[src/rtl/id_ex_pipe_reg.sv]
// ID/EX pipeline register with load-use bubble insertion, cache-miss stall and deferred branch flush.
// Define ID_EX_PERF_CNT_EN to add the bubble_cnt / stall_cnt performance counter outputs.
module id_ex_pipe_reg #(
    parameter int data_size = 32,
    parameter int pc_size   = 18,
    parameter int ctrl_size = 8
) (
    input  logic                 clk,
    input  logic                 rst,
    input  logic                 stall,
    input  logic                 flush,
    input  logic                 ID_valid,
    input  logic [pc_size-1:0]   ID_pc,
    input  logic [ctrl_size-1:0] ID_ctrl,
    input  logic [data_size-1:0] ID_Rs_data,
    input  logic [data_size-1:0] ID_Rt_data,
    input  logic [data_size-1:0] ID_imm,
    input  logic [4:0]           ID_Rs,
    input  logic [4:0]           ID_Rt,
    input  logic [4:0]           ID_Rd,
    output logic                 EX_valid,
    output logic [pc_size-1:0]   EX_pc,
    output logic [ctrl_size-1:0] EX_ctrl,
    output logic [data_size-1:0] EX_Rs_data,
    output logic [data_size-1:0] EX_Rt_data,
    output logic [data_size-1:0] EX_imm,
    output logic [4:0]           EX_Rs,
    output logic [4:0]           EX_Rt,
    output logic [4:0]           EX_Rd,
    output logic                 load_use,
    output logic                 ID_hold
`ifdef ID_EX_PERF_CNT_EN
    ,
    output logic [31:0]          bubble_cnt,
    output logic [31:0]          stall_cnt
`endif
);

    typedef struct packed {
        logic                 valid;
        logic [pc_size-1:0]   pc;
        logic [ctrl_size-1:0] ctrl;
        logic [data_size-1:0] rs_data;
        logic [data_size-1:0] rt_data;
        logic [data_size-1:0] imm;
        logic [4:0]           rs;
        logic [4:0]           rt;
        logic [4:0]           rd;
    } ex_t;

    ex_t  ex_d, ex_q, id_cap;
    logic pending_flush_d, pending_flush_q;
    logic lu_bubble;

    // A bubble is all-zero, so Rd=0 can never match in the forwarding unit.
    assign load_use = ex_q.valid & ex_q.ctrl[1] & (ex_q.rd != 5'd0) &
                      ((ex_q.rd == ID_Rs) | (ex_q.rd == ID_Rt)) & ID_valid;
    assign ID_hold  = load_use & ~stall;

    always_comb begin
        id_cap         = '0;
        id_cap.valid   = ID_valid;
        id_cap.pc      = ID_pc;
        id_cap.ctrl    = ID_valid ? ID_ctrl : '0;
        id_cap.rs_data = ID_Rs_data;
        id_cap.rt_data = ID_Rt_data;
        id_cap.imm     = ID_imm;
        id_cap.rs      = ID_Rs;
        id_cap.rt      = ID_Rt;
        id_cap.rd      = ID_Rd;
    end

    always_comb begin
        ex_d            = ex_q;
        pending_flush_d = pending_flush_q;
        lu_bubble       = 1'b0;
        if (stall) begin
            // A flush arriving while frozen is remembered until the stall lifts.
            if (flush) pending_flush_d = 1'b1;
        end else if (flush || pending_flush_q) begin
            ex_d            = '0;
            pending_flush_d = 1'b0;
        end else if (load_use) begin
            ex_d      = '0;
            lu_bubble = 1'b1;
        end else begin
            ex_d = id_cap;
        end
    end

    always_ff @(posedge clk or negedge rst) begin
        if (!rst) begin
            ex_q            <= '0;
            pending_flush_q <= 1'b0;
        end else begin
            ex_q            <= ex_d;
            pending_flush_q <= pending_flush_d;
        end
    end

    assign EX_valid   = ex_q.valid;
    assign EX_pc      = ex_q.pc;
    assign EX_ctrl    = ex_q.ctrl;
    assign EX_Rs_data = ex_q.rs_data;
    assign EX_Rt_data = ex_q.rt_data;
    assign EX_imm     = ex_q.imm;
    assign EX_Rs      = ex_q.rs;
    assign EX_Rt      = ex_q.rt;
    assign EX_Rd      = ex_q.rd;

`ifdef ID_EX_PERF_CNT_EN
    logic [31:0] bubble_cnt_d, bubble_cnt_q;
    logic [31:0] stall_cnt_d, stall_cnt_q;

    always_comb begin
        bubble_cnt_d = bubble_cnt_q + (lu_bubble ? 32'd1 : 32'd0);
        stall_cnt_d  = stall_cnt_q + (stall ? 32'd1 : 32'd0);
    end

    always_ff @(posedge clk or negedge rst) begin
        if (!rst) begin
            bubble_cnt_q <= '0;
            stall_cnt_q  <= '0;
        end else begin
            bubble_cnt_q <= bubble_cnt_d;
            stall_cnt_q  <= stall_cnt_d;
        end
    end

    assign bubble_cnt = bubble_cnt_q;
    assign stall_cnt  = stall_cnt_q;
`endif

endmodule

[config.mk]
export PLATFORM = sky130hd
export DESIGN_NAME = id_ex_pipe_reg
export DESIGN_NICKNAME = d
export VERILOG_FILES = /design/src/rtl/id_ex_pipe_reg.sv
export SDC_FILE = /design/constraint.sdc
export NUM_CORES = 1
export LEC_CHECK = 0
export ABC_AREA = 1
export CAP_MARGIN = 30
export CORE_MARGIN = 4
export CORE_UTILIZATION = 30
export DETAILED_ROUTE_END_ITERATION = 8
export PLACE_DENSITY = 0.6
export SLEW_MARGIN = 20
export SYNTH_ARGS = -nofsm -noshare
export SYNTH_HDL_FRONTEND = slang
export SYNTH_SLANG_ARGS = --single-unit
export TNS_END_PERCENT = 30
[constraint.sdc]
create_clock -name clk -period 1.3 [get_ports clk]
set_clock_uncertainty 0.1 [all_clocks]
set_input_delay 0.195 -clock clk [delete_from_list [all_inputs] [get_ports clk]]
set_output_delay 0.195 -clock clk [all_outputs]
set_load 0.005 [all_outputs]
# After elaboration in Yosys (flattened, before gate mapping)
# Index checks and enable logic that the tools add are counted.
# op_classes
addsub,0
mul,0
div,0
n_lt_le_gt_ge,0
eq_ne,3
shifts,0
muxes,6
bitwise,7
n_reduce_logical,4
# op_table
op,count
$mux 138,2
$eq 5x5->1,2
$mux 8,1
$and 1x1->1,5
$reduce_bool 5->1,1
$mux 1,3
$ne 2x1->1 const B,1
$reduce_and 2->1,1
$reduce_bool 2->1,1
$logic_or 1x1->1,1
$not 1->1,1
$or 1x1->1,1
# word_totals
regBits,139
latch_bits,0
mem_bits_rw,0
mem_bits_ro,0
input_bits,142
output_inout_bits,140
wordCells,30
n_memories,0

# Logic depth before layout (Yosys ltp)
# depth
ltp_word,6
ltp_mapped,11
depth_no_buf,9

# Least setup slack after synthesis
# Ideal clock, no wire load.
# synth_timing
path_type,reg-to-reg
startpoint,register ex_q (netlist bit EX_Rd[0])
endpoint,register ex_q (netlist bit EX_Rs[0])
setup_ns,0.116
arrival_time_ns,1.263
required_ns,1.084
slack_ns,-0.179
path_stages_with_launch,11
n_path_buf,2
synth_period_minus_slack_ns,1.479
cell_sequence,dfrtp_1 nor2_1 nor2_1 nor2_1 nand3_1 nand2_1 nand3_2 buf_6 buf_6 nand2_1 nand2_1
# synth_between
elab_chain_len,6
elab_cells_between_ends,9
classes_between,eq/ne: 2; mux: 2; bitwise: 4; reduce/logical: 1
# synth_rtl
item,line,text
start: declaration,51,"ex_t ex_d, ex_q, id_cap;"
start signal: assignment,93,ex_q <= '0;
start signal: assignment,96,ex_q <= ex_d;
$eq 5x5->1 / $reduce_bool 5->1 (equally long branches),"57, 56",
$or 1x1->1 / $and 1x1->1 (equally long branches),"57, 56",
$and 1x1->1 *,56,assign load_use = ex_q.valid & ex_q.ctrl[1] & (ex_q.rd != 5'd0) &
$and 1x1->1 *,57,((ex_q.rd == ID_Rs) | (ex_q.rd == ID_Rt)) & ID_valid;
$mux 138 *,83,end else if (load_use) begin
$mux 138 *,80,end else if (flush || pending_flush_q) begin
# Every way passes the cells marked *; elsewhere a longest branch is shown, timed or not.
# A chain may end at the register's enable or synchronous reset.

# Final worst setup path
# layout_timing
startpoint,register ex_q (netlist bit EX_Rd[3])
endpoint,output port ID_hold
# layout_between
elab_chain_len,5
elab_cells_between_ends,8
classes_between,eq/ne: 2; bitwise: 5; reduce/logical: 1
# layout_rtl
item,line,text
$eq 5x5->1 / $reduce_bool 5->1 (equally long branches),"57, 56",
$or 1x1->1 / $and 1x1->1 (equally long branches),"57, 56",
$and 1x1->1 *,56,
$and 1x1->1 *,57,
$and 1x1->1 *,58,assign ID_hold = load_use & ~stall;
end: declaration,31,output logic ID_hold
# Marked as above.

==> qor.yml <==
yosys:
  synth_nets: 1050
  ys.warnings.count: 0
  synth_top_area_share_pct: 53.7
  synth_area_leaders: "dfrtp_1 (54%), nand2_1 (25%), nor2_1 (8.1%)"
  syn_inst: 908
  synth_seq_cells: 139
  syn_area_sq_um: 6480
  synth_seq_area_share_pct: 53.7
  synth.largest_area_cell: "dfrtp_1"
  yosysUniqueCellTypes: 13
  synth_area_per_cell_sq_um: 7.14
drt:
  dr_total_vias: 6377
  wl_per_cell_microns: 14.5
  vias_per_cell: 4.20
  drt-pass1-iter-count: 4
  drtIter0Drc: 349
  ant_nets: 0
  drc: 0
  wl_microns: 22000
power:
  peakVddDrop_mv: 0.739
  fin_total_pwr_mw: 11.3
  power.static_leakage_nw: 7.68
  power.density_nw_per_um2: 1000
sta:
  tns_ns: -82.41
  rsz0062_at_grt: "true"
  finalCriticalPeriod_ns: 2.06
  slew_headroom_pct: 72.4
  fmax_ghz: 0.485
  tightest_slew_ns: 0.414
  layout_setup_ws_ns: -0.764
  finalHoldViolCount: 0
  report.final.slew_viol_count: 0
  period_share_pct: 159
  setup_viol: 145
die:
  fp.dieArea_sq_um: 24000
  die_width_microns: 155
  start_util_pct: 30.6
  rows: 53
  core_sq_um: 21200
  die-height_microns: 155
  pin_count: 282
finish:
  final_area_sq_um: 11300
  regArea_sq_um: 3480
  area_growth_syn_to_layout_pct: 73.8
  multi_input_area_sq_um: 2420
  fillers: 1986
  nets: 1372
  diodes: 0
  mostFrequentLayoutCell: "nand2_1"
  final_cell_mix: "nand2_1 (392), clkdlybuf4s50_1 (139), dfrtp_1 (136)"
  drive_gt1_share_pct: 15.0
grt:
  antenna_found_initial: 0
  grt_pass1_vias: 6175
  track_usage_pct: 17.5
  grt_max_degree: 83
  grt_pass1_wl_microns: 33300
  grt.overflow.total: 0
critical_path:
  rr_worst_depth: 13
  crit_type: "reg2out"
  startpoint_type: "flop"
  cp_max_fo: 5
  arrival_ns: 1.77
  cp-end-kind: "output pin"
  required_ns: 1.00
cts:
  clock_latency_ns: 0.41
  clk_path_buf_depth: 2
  cts_buffers: 17
  clkTransAtPathRegs_ns: 0.06
  cts_tree: "done"
  clock-sinks: 139
  cts_root_buffer: "clkbuf_16"
  cts_max_level: 4
outcome:
  violations: "negative setup slack"
  status: "complete, but fails checks"
place:
  post-place-ws_ns: -0.958
  place_congestion: 0.834
  io_buffers: 281
  dp_hpwl_microns: 14600
  placed_area_sq_um: 9870
hold_path:
  worstHoldPathType: "in2async"
flow_run:
  max_cap_viol_count: 0
-- synthesized netlist by cell type --
master      n
nor2_2      1
xnor2_1     2
dfrtp_1   139
inv_2       3
nand4_1     1
nand3_2     1
clkbuf_1   30
buf_6      10
nor2_1    139
nand3_1    11
inv_1     136
buf_2       4
nand2_1   431
-- through the flow --
step           cells  util [%]  hold slack (ns)
3_3_place_gp    1463      46.6           0.0378
3_5_place_dp    1463      46.6           0.0443
6_report        1518      53.2            0.161
4_1_cts         1513      51.2            0.156
2_1_floorplan    908         -           -0.201
5_1_grt         1518      53.2            0.193
-- registers in the layout, summed over array words and instances, names as in the netlist --
register,count
EX_pc,18
EX_valid,1
EX_ctrl,8
EX_Rs_data,32
pending_flush_q,1
EX_Rt,5
EX_Rs,5
EX_Rt_data,32
EX_Rd,5
EX_imm,32
-- final cells by class --
class                      count  area share (%)
tap                          275            3.06
clock buffer                  20            3.97
inverter                     139            4.68
clock inverter                12            1.02
timing repair buffer         347            34.9
sequential                   139            30.9
multi-input combinational    586            21.5
-- worst max-delay path, stage by stage (launching register included) --
cell and delay, ns:
dfrtp_2 0.44, nand2_1 0.09, nand2_1 0.07, nor2_2 0.13, nand3_2 0.12, nand2_4 0.10, nand3_4 0.08, buf_6 0.15
nor2_4 0.07, buf_2 0.11
-- kinds of logic after synthesis --
family                    synth area share [%]
DFF                                       53.7
and+or+nand+nor                           34.2
buffers and inverters                     11.8
xor gates and xnor gates                 0.270
-- path summary, 6_finish.rpt --
check                               start        endpoint  slack, ns
setup / recovery                 EX_Rd[3]         ID_hold      -0.76
hold / removal                        rst        EX_pc[2]       0.16
setup reg to reg                 EX_Rd[3]   EX_Rt_data[2]      -0.74
max in group asynchronous             rst      EX_imm[12]       0.38
hold reg to reg            EX_Rt_data[10]  EX_Rt_data[10]       0.37
min in group clk               ID_ctrl[4]      EX_ctrl[4]       0.24
-- power by group --
part | leakage, nW | internal (mW) | switching [mW]
Combinational | 5.58 | 1.08 | 0.813
Clock | 0.256 | 2.70 | 1.92
Sequential | 1.85 | 4.63 | 0.169
Total | 7.68 | 8.41 | 2.91
-- per-layer routing --
layer	part of all wire, %	vias to the layer above	GRT usage, %	wire (microns)
met5	0	-	0	0
met4	2.8	0	5.85	608
met3	6.6	33	5.06	1450
met2	49	193	29.1	10700
met1	42	2905	21.8	9220
li1	-	3246	-	-
-- what timing repair did --
item | 4_1_cts | 5_1_grt
hold buffers | 2 | 0
buffers inserted | 8 | 1
resized for setup | 45 | 228
endpoints found under the hold margin | 133 | 0
cloned | 8 | 6
pin swaps | 4 | 10
endpoints found under the setup margin | 278 | 278
Power figures use the tool's default switching activity.
